<file path="config.mk">
export PLATFORM = sky130hd
export DESIGN_NAME = arm_shift_seq_flat
export DESIGN_NICKNAME = d
export VERILOG_FILES = /design/src/rtl/arm_shift_seq_if.sv /design/src/rtl/arm_shift_seq.sv /design/src/flat_wrapper.sv
export SDC_FILE = /design/constraint.sdc
export NUM_CORES = 1
export LEC_CHECK = 0
export BUFFER_PORTS_ARGS = -buffer_cell sky130_fd_sc_hd__buf_2
export CELL_PAD_IN_SITES_DETAIL_PLACEMENT = 0
export CELL_PAD_IN_SITES_GLOBAL_PLACEMENT = 1
export CORE_ASPECT_RATIO = 0.7
export CORE_UTILIZATION = 46
export CTS_BUF_LIST = sky130_fd_sc_hd__clkbuf_8
export CTS_CLUSTER_DIAMETER = 200
export DETAILED_ROUTE_END_ITERATION = 8
export GPL_TIMING_DRIVEN = 1
export HOLD_SLACK_MARGIN = 0.15
export MAX_ROUTING_LAYER = met4
export PLACE_DENSITY_LB_ADDON = 0.1
export SYNTH_ARGS = -nofsm -noshare
export SYNTH_HDL_FRONTEND = slang
export SYNTH_SLANG_ARGS = --single-unit
</file>
<file path="constraint.sdc">
create_clock -name clock -period 3.7 [get_ports clock]
set_input_delay 0.74 -clock clock [delete_from_list [all_inputs] [get_ports clock]]
set_output_delay 0.74 -clock clock [all_outputs]
set_load 0.02 [all_outputs]
</file>
<file path="src/rtl/arm_shift_seq_if.sv">
// Handshake and register-file signals between decode, the operand-2 shift
// sequencer and the register file read port.
interface arm_shift_seq_if;
    logic        start;
    logic [31:0] op;
    logic [1:0]  stype;
    logic        use_reg;
    logic [4:0]  imm;
    logic [3:0]  rs;
    logic        c_in;
    logic [3:0]  rf_addr;
    logic        rf_rd;
    logic [31:0] rf_data;
    logic        busy;
    logic        done;
    logic [31:0] result;
    logic        c_out;

    modport master (
        output start, op, stype, use_reg, imm, rs, c_in, rf_data,
        input  rf_addr, rf_rd, busy, done, result, c_out
    );

    modport slave (
        input  start, op, stype, use_reg, imm, rs, c_in, rf_data,
        output rf_addr, rf_rd, busy, done, result, c_out
    );
endinterface

</file>
<file path="src/rtl/arm_shift_seq.sv">
// Multi-cycle ARM operand-2 shift sequencer (16/8/4/2/1 stages, one per cycle).
// Optional ROR/RRX datapath enabled by defining ARM_SHIFT_ROR_EN.
module arm_shift_seq (
    input  logic            clock,
    input  logic            reset,
    arm_shift_seq_if.slave  bus
);
    typedef enum logic [2:0] {
        S_IDLE  = 3'd0,
        S_RDREG = 3'd1,
        S_LATCH = 3'd2,
        S_SHIFT = 3'd3,
        S_DONE  = 3'd4
    } state_t;

    state_t      state_r;
    logic [31:0] op_r;
    logic [31:0] val_r;
    logic [1:0]  stype_r;
    logic        cin_r;
    logic        carry_r;
    logic        usereg_r;
    logic [7:0]  amt_r;
    logic [2:0]  cnt_r;
    logic        busy_r;
    logic        done_r;
    logic [31:0] result_r;
    logic        c_out_r;
    logic        rf_rd_r;
    logic [3:0]  rf_addr_r;

    logic [4:0]  sh_s;
    logic        stage_en_s;
    logic [31:0] stage_val_s;
    logic        stage_c_s;
    logic [31:0] fin_res_s;
    logic        fin_c_s;

    assign bus.busy    = busy_r;
    assign bus.done    = done_r;
    assign bus.result  = result_r;
    assign bus.c_out   = c_out_r;
    assign bus.rf_rd   = rf_rd_r;
    assign bus.rf_addr = rf_addr_r;

    // One shift stage of 2^cnt; 0 - sh wraps to 32 - sh for the LSL carry tap.
    always_comb begin
        sh_s        = 5'd1 << cnt_r;
        stage_val_s = val_r;
        stage_c_s   = carry_r;
`ifdef ARM_SHIFT_ROR_EN
        stage_en_s  = amt_r[cnt_r] && ((amt_r[7:5] == 3'b000) || (stype_r == 2'b11));
`else
        stage_en_s  = amt_r[cnt_r] && (amt_r[7:5] == 3'b000);
`endif
        if (stage_en_s) begin
            case (stype_r)
                2'b00: begin
                    stage_val_s = val_r << sh_s;
                    stage_c_s   = val_r[5'd0 - sh_s];
                end
                2'b01: begin
                    stage_val_s = val_r >> sh_s;
                    stage_c_s   = val_r[sh_s - 5'd1];
                end
                2'b10: begin
                    stage_val_s = $signed(val_r) >>> sh_s;
                    stage_c_s   = val_r[sh_s - 5'd1];
                end
`ifdef ARM_SHIFT_ROR_EN
                2'b11: begin
                    stage_val_s = (val_r >> sh_s) | (val_r << (5'd0 - sh_s));
                    stage_c_s   = val_r[sh_s - 5'd1];
                end
`endif
                default: begin
                    stage_val_s = val_r;
                    stage_c_s   = carry_r;
                end
            endcase
        end else begin
            stage_val_s = val_r;
            stage_c_s   = carry_r;
        end
    end

    // ARM special encodings and out-of-range amounts applied on the last stage.
    always_comb begin
        fin_res_s = stage_val_s;
        fin_c_s   = stage_c_s;
        if (!usereg_r && (amt_r == 8'd0)) begin
            case (stype_r)
                2'b00:   begin fin_res_s = op_r;             fin_c_s = cin_r;    end
                2'b01:   begin fin_res_s = 32'd0;            fin_c_s = op_r[31]; end
                2'b10:   begin fin_res_s = {32{op_r[31]}};   fin_c_s = op_r[31]; end
`ifdef ARM_SHIFT_ROR_EN
                2'b11:   begin fin_res_s = {cin_r, op_r[31:1]}; fin_c_s = op_r[0]; end
`endif
                default: begin fin_res_s = op_r;             fin_c_s = cin_r;    end
            endcase
        end else if (amt_r == 8'd0) begin
            fin_res_s = op_r;
            fin_c_s   = cin_r;
        end else begin
            case (stype_r)
                2'b00: begin
                    if (amt_r == 8'd32) begin
                        fin_res_s = 32'd0; fin_c_s = op_r[0];
                    end else if (amt_r > 8'd32) begin
                        fin_res_s = 32'd0; fin_c_s = 1'b0;
                    end else begin
                        fin_res_s = stage_val_s; fin_c_s = stage_c_s;
                    end
                end
                2'b01: begin
                    if (amt_r == 8'd32) begin
                        fin_res_s = 32'd0; fin_c_s = op_r[31];
                    end else if (amt_r > 8'd32) begin
                        fin_res_s = 32'd0; fin_c_s = 1'b0;
                    end else begin
                        fin_res_s = stage_val_s; fin_c_s = stage_c_s;
                    end
                end
                2'b10: begin
                    if (amt_r >= 8'd32) begin
                        fin_res_s = {32{op_r[31]}}; fin_c_s = op_r[31];
                    end else begin
                        fin_res_s = stage_val_s; fin_c_s = stage_c_s;
                    end
                end
`ifdef ARM_SHIFT_ROR_EN
                2'b11: begin
                    if (amt_r[4:0] == 5'd0) begin
                        fin_res_s = op_r; fin_c_s = op_r[31];
                    end else begin
                        fin_res_s = stage_val_s; fin_c_s = stage_val_s[31];
                    end
                end
`endif
                default: begin
                    fin_res_s = op_r;
                    fin_c_s   = cin_r;
                end
            endcase
        end
    end

    // Sequencer state, datapath registers and registered outputs.
    always_ff @(posedge clock) begin
        if (reset) begin
            state_r   <= S_IDLE;
            op_r      <= 32'd0;
            val_r     <= 32'd0;
            stype_r   <= 2'b00;
            cin_r     <= 1'b0;
            carry_r   <= 1'b0;
            usereg_r  <= 1'b0;
            amt_r     <= 8'd0;
            cnt_r     <= 3'd0;
            busy_r    <= 1'b0;
            done_r    <= 1'b0;
            result_r  <= 32'd0;
            c_out_r   <= 1'b0;
            rf_rd_r   <= 1'b0;
            rf_addr_r <= 4'd0;
        end else begin
            case (state_r)
                S_IDLE: begin
                    if (bus.start) begin
                        op_r     <= bus.op;
                        val_r    <= bus.op;
                        stype_r  <= bus.stype;
                        cin_r    <= bus.c_in;
                        carry_r  <= bus.c_in;
                        usereg_r <= bus.use_reg;
                        busy_r   <= 1'b1;
                        if (bus.use_reg) begin
                            rf_rd_r   <= 1'b1;
                            rf_addr_r <= bus.rs;
                            state_r   <= S_RDREG;
                        end else begin
                            amt_r   <= {3'b000, bus.imm};
                            cnt_r   <= 3'd4;
                            state_r <= S_SHIFT;
                        end
                    end else begin
                        state_r <= S_IDLE;
                    end
                end
                S_RDREG: begin
                    rf_rd_r <= 1'b0;
                    state_r <= S_LATCH;
                end
                S_LATCH: begin
                    amt_r   <= bus.rf_data[7:0];
                    cnt_r   <= 3'd4;
                    state_r <= S_SHIFT;
                end
                S_SHIFT: begin
                    val_r   <= stage_val_s;
                    carry_r <= stage_c_s;
                    if (cnt_r == 3'd0) begin
                        result_r <= fin_res_s;
                        c_out_r  <= fin_c_s;
                        done_r   <= 1'b1;
                        state_r  <= S_DONE;
                    end else begin
                        cnt_r <= cnt_r - 3'd1;
                    end
                end
                S_DONE: begin
                    done_r  <= 1'b0;
                    busy_r  <= 1'b0;
                    state_r <= S_IDLE;
                end
                default: begin
                    state_r <= S_IDLE;
                end
            endcase
        end
    end
endmodule

</file>
<file path="src/flat_wrapper.sv">
// flat-port wrapper written by rule: the top's interface ports become plain ports
module arm_shift_seq_flat 
  (clock, reset, bus_start, bus_op, bus_stype, bus_use_reg, bus_imm, bus_rs, bus_c_in, bus_rf_data, bus_rf_addr, bus_rf_rd, bus_busy, bus_done, bus_result, bus_c_out);
  arm_shift_seq_if bus_i ();
  input  logic clock;
  input  logic reset;
  input wire logic [$bits(bus_i.start)-1:0] bus_start;
  input wire logic [$bits(bus_i.op)-1:0] bus_op;
  input wire logic [$bits(bus_i.stype)-1:0] bus_stype;
  input wire logic [$bits(bus_i.use_reg)-1:0] bus_use_reg;
  input wire logic [$bits(bus_i.imm)-1:0] bus_imm;
  input wire logic [$bits(bus_i.rs)-1:0] bus_rs;
  input wire logic [$bits(bus_i.c_in)-1:0] bus_c_in;
  input wire logic [$bits(bus_i.rf_data)-1:0] bus_rf_data;
  output wire logic [$bits(bus_i.rf_addr)-1:0] bus_rf_addr;
  output wire logic [$bits(bus_i.rf_rd)-1:0] bus_rf_rd;
  output wire logic [$bits(bus_i.busy)-1:0] bus_busy;
  output wire logic [$bits(bus_i.done)-1:0] bus_done;
  output wire logic [$bits(bus_i.result)-1:0] bus_result;
  output wire logic [$bits(bus_i.c_out)-1:0] bus_c_out;
  assign bus_i.start = bus_start;
  assign bus_i.op = bus_op;
  assign bus_i.stype = bus_stype;
  assign bus_i.use_reg = bus_use_reg;
  assign bus_i.imm = bus_imm;
  assign bus_i.rs = bus_rs;
  assign bus_i.c_in = bus_c_in;
  assign bus_i.rf_data = bus_rf_data;
  assign bus_rf_addr = bus_i.rf_addr;
  assign bus_rf_rd = bus_i.rf_rd;
  assign bus_busy = bus_i.busy;
  assign bus_done = bus_i.done;
  assign bus_result = bus_i.result;
  assign bus_c_out = bus_i.c_out;
  arm_shift_seq u_core (.clock(clock), .reset(reset), .bus(bus_i));
endmodule
</file>
==> results_dict.tcl, run 1 <==
set metrics [dict create \
    clk_transition_reported_paths_ps 70 \
    critical_path_required_ps 4090 \
    hold_class "reg2reg" \
    setup_violations 0 \
    antenna_found_initial 1 \
    fillers 2384 \
    syn_nets 1534 \
    final_nets 1589 \
    grt_util_met3 0.152 \
    finalCritPeriodShare 0.951 \
    ys_ff_latch 123 \
    grtUsageTotal 0.443 \
    core_um2 23900 \
    ys.flop_type "dfxtp_1" \
    layout-drive-gt1-share 0.215 \
    hold_depth 2 \
    arrival_ps 3910 \
    fmax_mhz 284 \
    synth.distinct_cells 94 \
    grt.busiest_layer "met1" \
    crit_path_start_kind "register" \
    h-tree-depth 4 \
    cts.sinks 123 \
    setup_tns_ps 0 \
    die_h_um 133 \
    worst_clock_skew_ps 14.0 \
    cap_violations 0 \
    ys_seq_area_frac 0.217 \
    cts_buffer_depth 2 \
    multi_input_area_um2 7950 \
    regArea_um2 2460 \
    total_power_mw 5.96 \
    antenna_left 0 \
    grt_first_pass_wirelength_um 80300 \
    crit_type "reg2reg" \
    grt_max_degree 75 \
    drtPass1Iterations 6 \
    worstRegToRegCells 9 \
    yosys_warnings 0 \
    place_congestion 1.12 \
    syn_inst 1443 \
    grt_pass1_vias 11900 \
    portBuffers 95 \
    met1_usage 0.627 \
    avgSynthCellArea_um2 7.85 \
    final_max_slew_viol_count 0 \
    num_vias 13200 \
    die_w_um 190 \
    syn-cell-area_um2 11300 \
    cts_tree "done" \
    gr-usage-met2 0.594 \
    run_status "finished, final reports clean" \
    dieArea_um2 25300 \
    start_util 0.475 \
    rsz0062_at_grt "no" \
    crit_fanout 22 \
    pre_cts_slack_ps 170 \
    relSlewSlack 0.250 \
    place_hpwl_um 40800 \
    cts_buffers 17 \
    routed_wl_um 54800 \
    mostFrequentLayoutCells "nand2_1, a21oi_1, dfxtp_1" \
    clk_latency_ps 460 \
    cts-root-buf "clkbuf_8" \
    syn_to_final_growth_pct 12.0 \
    fin_crit_ps 3520 \
    postCtsSetupBuffers 0 \
    async_reset_ff_frac 0 \
    num_rows 47 \
    crit_path_end_kind "register" \
    boundaryPins 120 \
    ir_drop_uv 252 \
    cts_hold_buffers 0 \
    final_common_cell "nand2_1" \
    viasPerCell 7.20 \
    setup_slack_ps 181 \
    tightest_slew_ps 1120 \
    hold_violations 0 \
    power.density_nw_per_um2 470 \
    synth-edff-count 0 \
    detail_route.wl_per_cell_um 30.0 \
    drt_iter0_markers 2143 \
    drc 0 \
    p_leak_nw 4.93 \
    grt_overflow_total 0 \
]
[final cells by class]
type,count,share of cell area
inverters,23,0.00720
repair buffers,201,0.110
well taps,318,0.0314
clock inverters,13,0.00996
diodes,1,0.000197
clock buffers,19,0.0206
multi-input cells,1132,0.626
flip-flops and latches,123,0.194
[through the flow]
| stage | hold WS (ps) | std cells | utilization | cell area [µm²] |
|---|---|---|---|---|
| 4_1_cts | 456 | 1829 | 0.531 | 12700 |
| 5_1_grt | 472 | 1830 | 0.531 | 12700 |
| 3_5_place_dp | 440 | 1797 | 0.515 | 12300 |
| 2_1_floorplan | 436 | 1443 | - | 11300 |
| 6_report | 455 | 1830 | 0.531 | 12700 |
| 3_3_place_gp | 429 | 1797 | 0.515 | 12300 |
[where the power goes]
part / internal [mW] / leakage (nW) / switching [mW]
sequential: 1.44 / 1.00 / 0.304
clock: 0.625 / 0.202 / 0.577
combinational: 1.09 / 3.73 / 1.92
total: 3.16 / 4.93 / 2.80
[Yosys cell counts, types with 28 or more instances]
master	number	area, µm²
a211oi_1	47	353
buf_2	37	185
clkbuf_1	85	319
nand3_1	35	175
mux2i_1	81	811
dfxtp_1	123	2460
o21ai_0	68	340
nor3_1	28	140
a21oi_1	151	756
nand2_1	203	762
mux4_2	47	1060
nor2_1	105	394
a221oi_1	30	263
[routing by layer]
| layer | share of wire | wire (µm) |
|---|---|---|
| met4 | 0.024 | 1300 |
| met3 | 0.15 | 8160 |
| met1 | 0.42 | 23200 |
| met5 | 0 | 0 |
| met2 | 0.40 | 22100 |
[timing repair]
action / CTS / global route
hold endpoints to repair: 0 / 0
setup endpoints to repair: 0 / 2
resized for setup: 0 / 1
[critical path, cell delays in order, from the launching register on]
cell and delay (ps):
dfxtp_1 330, buf_4 150, ha_1 360, nand2b_2 450, mux2i_1 770, mux2i_1 330, o32a_1 260, a31oi_1 410
o21ai_0 200, a21oi_1 160
[cells by family after synthesis]
group / after synthesis / synth area share
compound gates: 530 / 0.322
simple gates: 452 / 0.182
buf+inv: 188 / 0.0855
mux: 136 / 0.178
flops: 123 / 0.217
fa+ha+maj: 11 / 0.0121
xor+xnor: 3 / 0.00232
[flip-flops by register name (all words and copies together), names as in the netlist, 2 cells and up]
register	flops
u_core.stype_r	2
u_core.val_r	32
u_core.op_r	32
u_core.amt_r	8
u_core.cnt_r	3
u_core.bus.result	32
u_core.bus.rf_addr	4
u_core.state_r	3
[final timing paths]
| check | endpoint | start | slack (ps) |
|---|---|---|---|
| max | u_core.bus.result[12]$_SDFFE_PP0P_ | u_core.cnt_r[1]$_SDFFE_PP0P_ | 180 |
| min reg2reg | u_core.bus.rf_addr[0]$_SDFFE_PP0P_ | u_core.bus.rf_addr[0]$_SDFFE_PP0P_ | 460 |
| max reg2reg | u_core.bus.result[12]$_SDFFE_PP0P_ | u_core.cnt_r[1]$_SDFFE_PP0P_ | 180 |
| min | u_core.bus.rf_addr[0]$_SDFFE_PP0P_ | u_core.bus.rf_addr[0]$_SDFFE_PP0P_ | 460 |
(Power assumes the default switching activity.)
==> inputs of run 2 (changes only) <==
--- a/config.mk
+++ b/config.mk
@@ -16,7 +16,7 @@
 export GPL_TIMING_DRIVEN = 1
 export HOLD_SLACK_MARGIN = 0.15
 export MAX_ROUTING_LAYER = met4
-export PLACE_DENSITY_LB_ADDON = 0.1
+export PLACE_DENSITY = 0.86
 export SYNTH_ARGS = -nofsm -noshare
 export SYNTH_HDL_FRONTEND = slang
 export SYNTH_SLANG_ARGS = --single-unit
==> run 2 against run 1 <==
Net effect:
- non-clock buffer count is 22 higher
- via count is 0.71% higher
- die area stayed put
- setup slack worse by 120 ps
- largest power group unchanged
- power hardly changed
- first-iteration DRC count is 3.4% lower
- highest routed layer unchanged
- register-to-register slack worse by 120 ps
- final area is 0.94% higher
- count of clock-buffer cells in the layout is 1 higher
- sequential power hardly changed
==> results_dict.tcl, run 2 (synthesis results as in run 1) <==
set metrics [dict create \
    viasPerCell 7.18 \
    placed_cell_area_um2 12500 \
    power.density_nw_per_um2 466 \
    die_h_um 133 \
    path_delay_family "simple AND/OR/NAND/NOR gates" \
    placed_cells 1819 \
    final_nets 1611 \
    drtPass1Iterations 6 \
    start_util 0.475 \
    hold_violations 0 \
    drt_iter0_markers 2070 \
    fin_crit_ps 3640 \
    relSlewSlack 0.304 \
    hold_class "reg2reg" \
    num_rows 47 \
    die_w_um 190 \
    boundaryPins 120 \
    grt_max_degree 91 \
    setup_violations 0 \
    place_hpwl_um 39900 \
    drc 0 \
    postCtsSetupBuffers 0 \
    rsz0062_at_grt "no" \
    grt_first_pass_wirelength_um 79700 \
    ir_drop_uv 300 \
    cts.sinks 123 \
    cts_buffer_depth 2 \
    crit_type "reg2reg" \
    layout-drive-gt1-share 0.223 \
    antenna_left 0 \
    run_status "finished, final reports clean" \
    antenna_cells 0 \
    whs_ps 454 \
    crit_path_end_kind "register" \
    grtUsageTotal 0.440 \
    p_leak_nw 5.03 \
    antenna_found_initial 0 \
    critical_path_required_ps 3980 \
    arrival_ps 3920 \
    grt_overflow_total 0 \
    routed_wl_um 54400 \
    cts-root-buf "clkbuf_8" \
    crit_chain "buf_4, ha_1, buf_12, nor2b_4, nand2_1, a2111oi_0, or4_1, a21oi_1, nor4_1, o21a_1, a2111oi_2" \
    clk_transition_reported_paths_ps 70 \
    portBuffers 95 \
    tightest_slew_ps 1040 \
    finalCritPeriodShare 0.984 \
    clk_latency_ps 440 \
    max_stage_delay_ps 630 \
    final_common_cell "nand2_1" \
    regToRegSetupSlack_ps 60 \
    mostFrequentLayoutCells "nand2_1, a21oi_1, dfxtp_1" \
    final_area_um2 12800 \
    crit_slowest_cell "nor4_1" \
    grt_pass1_vias 12000 \
    dieArea_um2 25300 \
    place_congestion 1.06 \
    worst-path-buf-inv 2 \
    cts_tree "done" \
    fmax_mhz 275 \
    cts_hold_buffers 0 \
    core_um2 23900 \
    worst_clock_skew_ps 8.44 \
    setup_tns_ps 0 \
    cts_buffers 17 \
    cap_violations 0 \
    detail_route.wl_per_cell_um 29.4 \
    h-tree-depth 4 \
    crit_fanout 29 \
    crit_path_start_kind "register" \
    finalNonFillerCells 1849 \
    syn_to_final_growth_pct 13.0 \
    cts_resized 0 \
    final_max_slew_viol_count 0 \
    num_vias 13300 \
]
==> run 2: cell types whose count changed in the layout (fill, tap and decap cells not counted), sizes merged <==
cell	previous run	this run
buf	201	223
clkinv	9	6
bufinv	2	1
clkbuf	19	20
diode	1	0
inv	23	24
==> run 2: area by class of cell <==
cell class                 count  area, µm²
clock buffer                  20        275
clock inverter                10       77.6
fill                        2340      11100
inverter                      23       91.3
multi-input combinational   1132       7940
sequential                   123       2460
tap                          318        398
timing repair buffer         223       1560
==> run 2: metrics by stage <==
step                setup slack, ps  power, mW  utilization
global placement                347       4.68        0.522
finish                         59.6       5.96        0.536
global route                   3.38       6.16        0.536
CTS                             230       5.80        0.536
detailed placement              252       4.69        0.522
floorplan                       352       3.52            -
==> run 2: tightest hold or removal path, delay by kind of cell, from the launching register on <==
family | cells | cell delay [ps]
AO/OA/AOI/OAI | 1 | 50
flip-flops | 1 | 310
AND/OR/NAND/NOR | 1 | 50
==> run 2: where the power goes <==
part / leakage [nW] / internal, mW / switching, mW
clock: 0.188 / 0.566 / 0.569
combinational: 3.84 / 1.15 / 1.93
sequential: 1.00 / 1.44 / 0.305
==> run 2: routing by layer <==
layer | vias to the layer above | wire length (µm) | GRT usage
li1 | 5639 | - | -
met1 | 6358 | 22400 | 0.607
met2 | 1113 | 21200 | 0.571
met3 | 160 | 8700 | 0.170
met4 | 0 | 2160 | 0.154
met5 | - | 0 | -
==> run 2: final timing paths <==
kind                                       from                            endpoint  depth (start not counted)
max                u_core.cnt_r[1]$_SDFFE_PP0P_   u_core.bus.result[6]$_SDFFE_PP0P_                         11
min          u_core.bus.rf_addr[0]$_SDFFE_PP0P_  u_core.bus.rf_addr[0]$_SDFFE_PP0P_                          2
max reg2reg        u_core.cnt_r[1]$_SDFFE_PP0P_   u_core.bus.result[6]$_SDFFE_PP0P_                         11
min reg2reg  u_core.bus.rf_addr[0]$_SDFFE_PP0P_  u_core.bus.rf_addr[0]$_SDFFE_PP0P_                          2
==> inputs of run 3 (changes only) <==
--- a/config.mk
+++ b/config.mk
@@ -5,14 +5,14 @@
 export SDC_FILE = /design/constraint.sdc
 export NUM_CORES = 1
 export LEC_CHECK = 0
-export BUFFER_PORTS_ARGS = -buffer_cell sky130_fd_sc_hd__buf_2
 export CELL_PAD_IN_SITES_DETAIL_PLACEMENT = 0
 export CELL_PAD_IN_SITES_GLOBAL_PLACEMENT = 1
 export CORE_ASPECT_RATIO = 0.7
-export CORE_UTILIZATION = 46
+export CORE_UTILIZATION = 50
 export CTS_BUF_LIST = sky130_fd_sc_hd__clkbuf_8
 export CTS_CLUSTER_DIAMETER = 200
 export DETAILED_ROUTE_END_ITERATION = 8
+export DONT_BUFFER_PORTS = 1
 export GPL_TIMING_DRIVEN = 1
 export HOLD_SLACK_MARGIN = 0.15
 export MAX_ROUTING_LAYER = met4
==> run 3 against run 2 <==
Net effect:
- global-route usage grew 3.3 points
- final area shrank 4.3%
- via count shrank 1.5%
- worst hold slack lost 120 ps
- critical path depth shrank 1
- wire length shrank 0.90%
- first-iteration DRC count grew 13%
- die area shrank 7.9%
==> results_dict.tcl, run 3 (synthesis results as in run 1) <==
set metrics [dict create \
    core_um2 22000 \
    p_leak_nw 4.54 \
    place_congestion 1.12 \
    worst_clock_skew_ps 26.2 \
    start_util 0.516 \
    arrival_ps 3850 \
    run_status "finished, final reports clean" \
    finalCritPeriodShare 0.954 \
    clockPowerShare 0.219 \
    placed_cell_area_um2 11800 \
    p_sw_frac 0.460 \
    mostFrequentLayoutCells "nand2_1, a21oi_1, dfxtp_1" \
    grtUsageTotal 0.473 \
    cts.sinks 123 \
    antenna_left 0 \
    die_w_um 182 \
    boundaryPins 120 \
    regToRegSetupSlack_ps 170 \
    power.density_nw_per_um2 492 \
    cap_violations 0 \
    hold_class "in2reg" \
    layout-drive-gt1-share 0.169 \
    num_rows 45 \
    final_util 0.558 \
    drtPass1Iterations 5 \
    min-delay-start "reset" \
    antenna_found_initial 5 \
    p_sw_mw 2.78 \
    grt_overflow_total 0 \
    cts_hold_buffers 0 \
    syn_to_final_growth_pct 8.12 \
    clk_transition_reported_paths_ps 80 \
    fmax_mhz 283 \
    final_common_cell "nand2_1" \
    hold_violations 0 \
    fin_crit_ps 3530 \
    setup_tns_ps 0 \
    cts_buffer_depth 3 \
    seq_power_share 0.298 \
    detail_route.wl_per_cell_um 31.6 \
    internal-power_mw 3.25 \
    hold_depth 1 \
    viasPerCell 7.65 \
    rsz0062_at_grt "no" \
    num_vias 13100 \
    worstRegToRegCells 10 \
    final_area_um2 12300 \
    routed_wl_um 53900 \
    cts_tree "done" \
    final_max_slew_viol_count 0 \
    crit_type "reg2reg" \
    whs_ps 331 \
    r2r-start "u_core.cnt_r[1]$_SDFFE_PP0P_" \
    place_hpwl_um 39500 \
    crit_path_start_kind "register" \
    ir_drop_uv 319 \
    r2r_end "u_core.val_r[25]$_SDFFE_PP0P_" \
    clk_latency_ps 490 \
    drc 0 \
    setup_violations 0 \
    crit_path_end_kind "register" \
    total_power_mw 6.03 \
    final_nets 1508 \
    cts-root-buf "clkbuf_8" \
    die_h_um 128 \
    drt_iter0_markers 2337 \
    tightest_slew_ps 1060 \
    grt_first_pass_wirelength_um 79200 \
    comb_power_share 0.483 \
    grt_pass1_vias 11800 \
    crit_fanout 33 \
    portBuffers 0 \
    h-tree-depth 4 \
    critical_path_required_ps 4020 \
    hold_end "u_core.bus.result[6]$_SDFFE_PP0P_" \
    relSlewSlack 0.291 \
    grt_max_degree 92 \
    dieArea_um2 23300 \
    cts_buffers 25 \
]
run 3: cell types whose count changed in the layout (fill, tap and decap cells not counted), moves of 3 or more:
cell	delta
buf_2	-94
clkbuf_8	+8
clkinv_2	-3
diode_2	+4
buf_4	-15
run 3: metrics by stage:
| stage | worst slack (ps) | instances |
|---|---|---|
| 2_1_floorplan | 352 | 1443 |
| 3_3_place_gp | 213 | 1670 |
| 3_5_place_dp | 255 | 1670 |
| 4_1_cts | 234 | 1702 |
| 5_1_grt | 11.1 | 1708 |
| 6_report | 170 | 1708 |
run 3: metal layers:
metal  track usage  vias up  wire length (µm)
met5             -        -                 0
met4         0.158        0              2100
met3         0.173      179              9000
met2         0.631     1216             21000
met1         0.649     6224             21800
li1              -     5447                 -
run 3: worst max-delay path by stage:
stage	endpoint	start	slack [ps]
final	u_core.val_r[25]$_SDFFE_PP0P_	u_core.cnt_r[1]$_SDFFE_PP0P_	170
after global routing	u_core.bus.result[25]$_SDFFE_PP0P_	u_core.cnt_r[1]$_SDFFE_PP0P_	10
after CTS	u_core.bus.result[26]$_SDFFE_PP0P_	u_core.cnt_r[0]$_SDFFE_PP0P_	230
after detailed placement	u_core.bus.result[26]$_SDFFE_PP0P_	u_core.cnt_r[0]$_SDFFE_PP0P_	260
after global placement	u_core.bus.result[26]$_SDFFE_PP0P_	u_core.cnt_r[1]$_SDFFE_PP0P_	210
after floorplan	u_core.carry_r$_SDFFE_PP0P_	u_core.cnt_r[0]$_SDFFE_PP0P_	350
run 3: worst max-delay path: stages (launching register included):
cell and delay (ps):
dfxtp_1 400, inv_1 140, ha_2 230, nor2b_4 370, buf_12 280, mux2i_1 410
a22oi_2 210, o221ai_1 250, o311ai_1 220, o32ai_1 690, a21oi_1 150
run 3: what timing repair did:
action | in CTS | in global routing
setup endpoints to repair | 0 | 7
gates resized for setup | 0 | 5
hold endpoints to repair | 0 | 0
buffers inserted | 0 | 2
run 3: final cells by class:
type	instances	area, µm²
Antenna cell	4	10.0
Clock buffer	28	385
Clock inverter	4	43.8
Fill cell	2072	9710
Inverter	23	91.3
Multi-Input combinational cell	1132	7960
Sequential cell	123	2460
Tap cell	282	353
Timing Repair Buffer	112	941
run 3: power by group through the flow:
stage	registers, mW	logic, mW	clock network, mW
2_1_floorplan	1.56	1.95	0
3_3_place_gp	1.79	2.75	0
3_5_place_dp	1.79	2.76	0
4_1_cts	1.76	2.77	1.31
5_1_grt	1.78	3.06	1.37
6_report	1.80	2.91	1.32
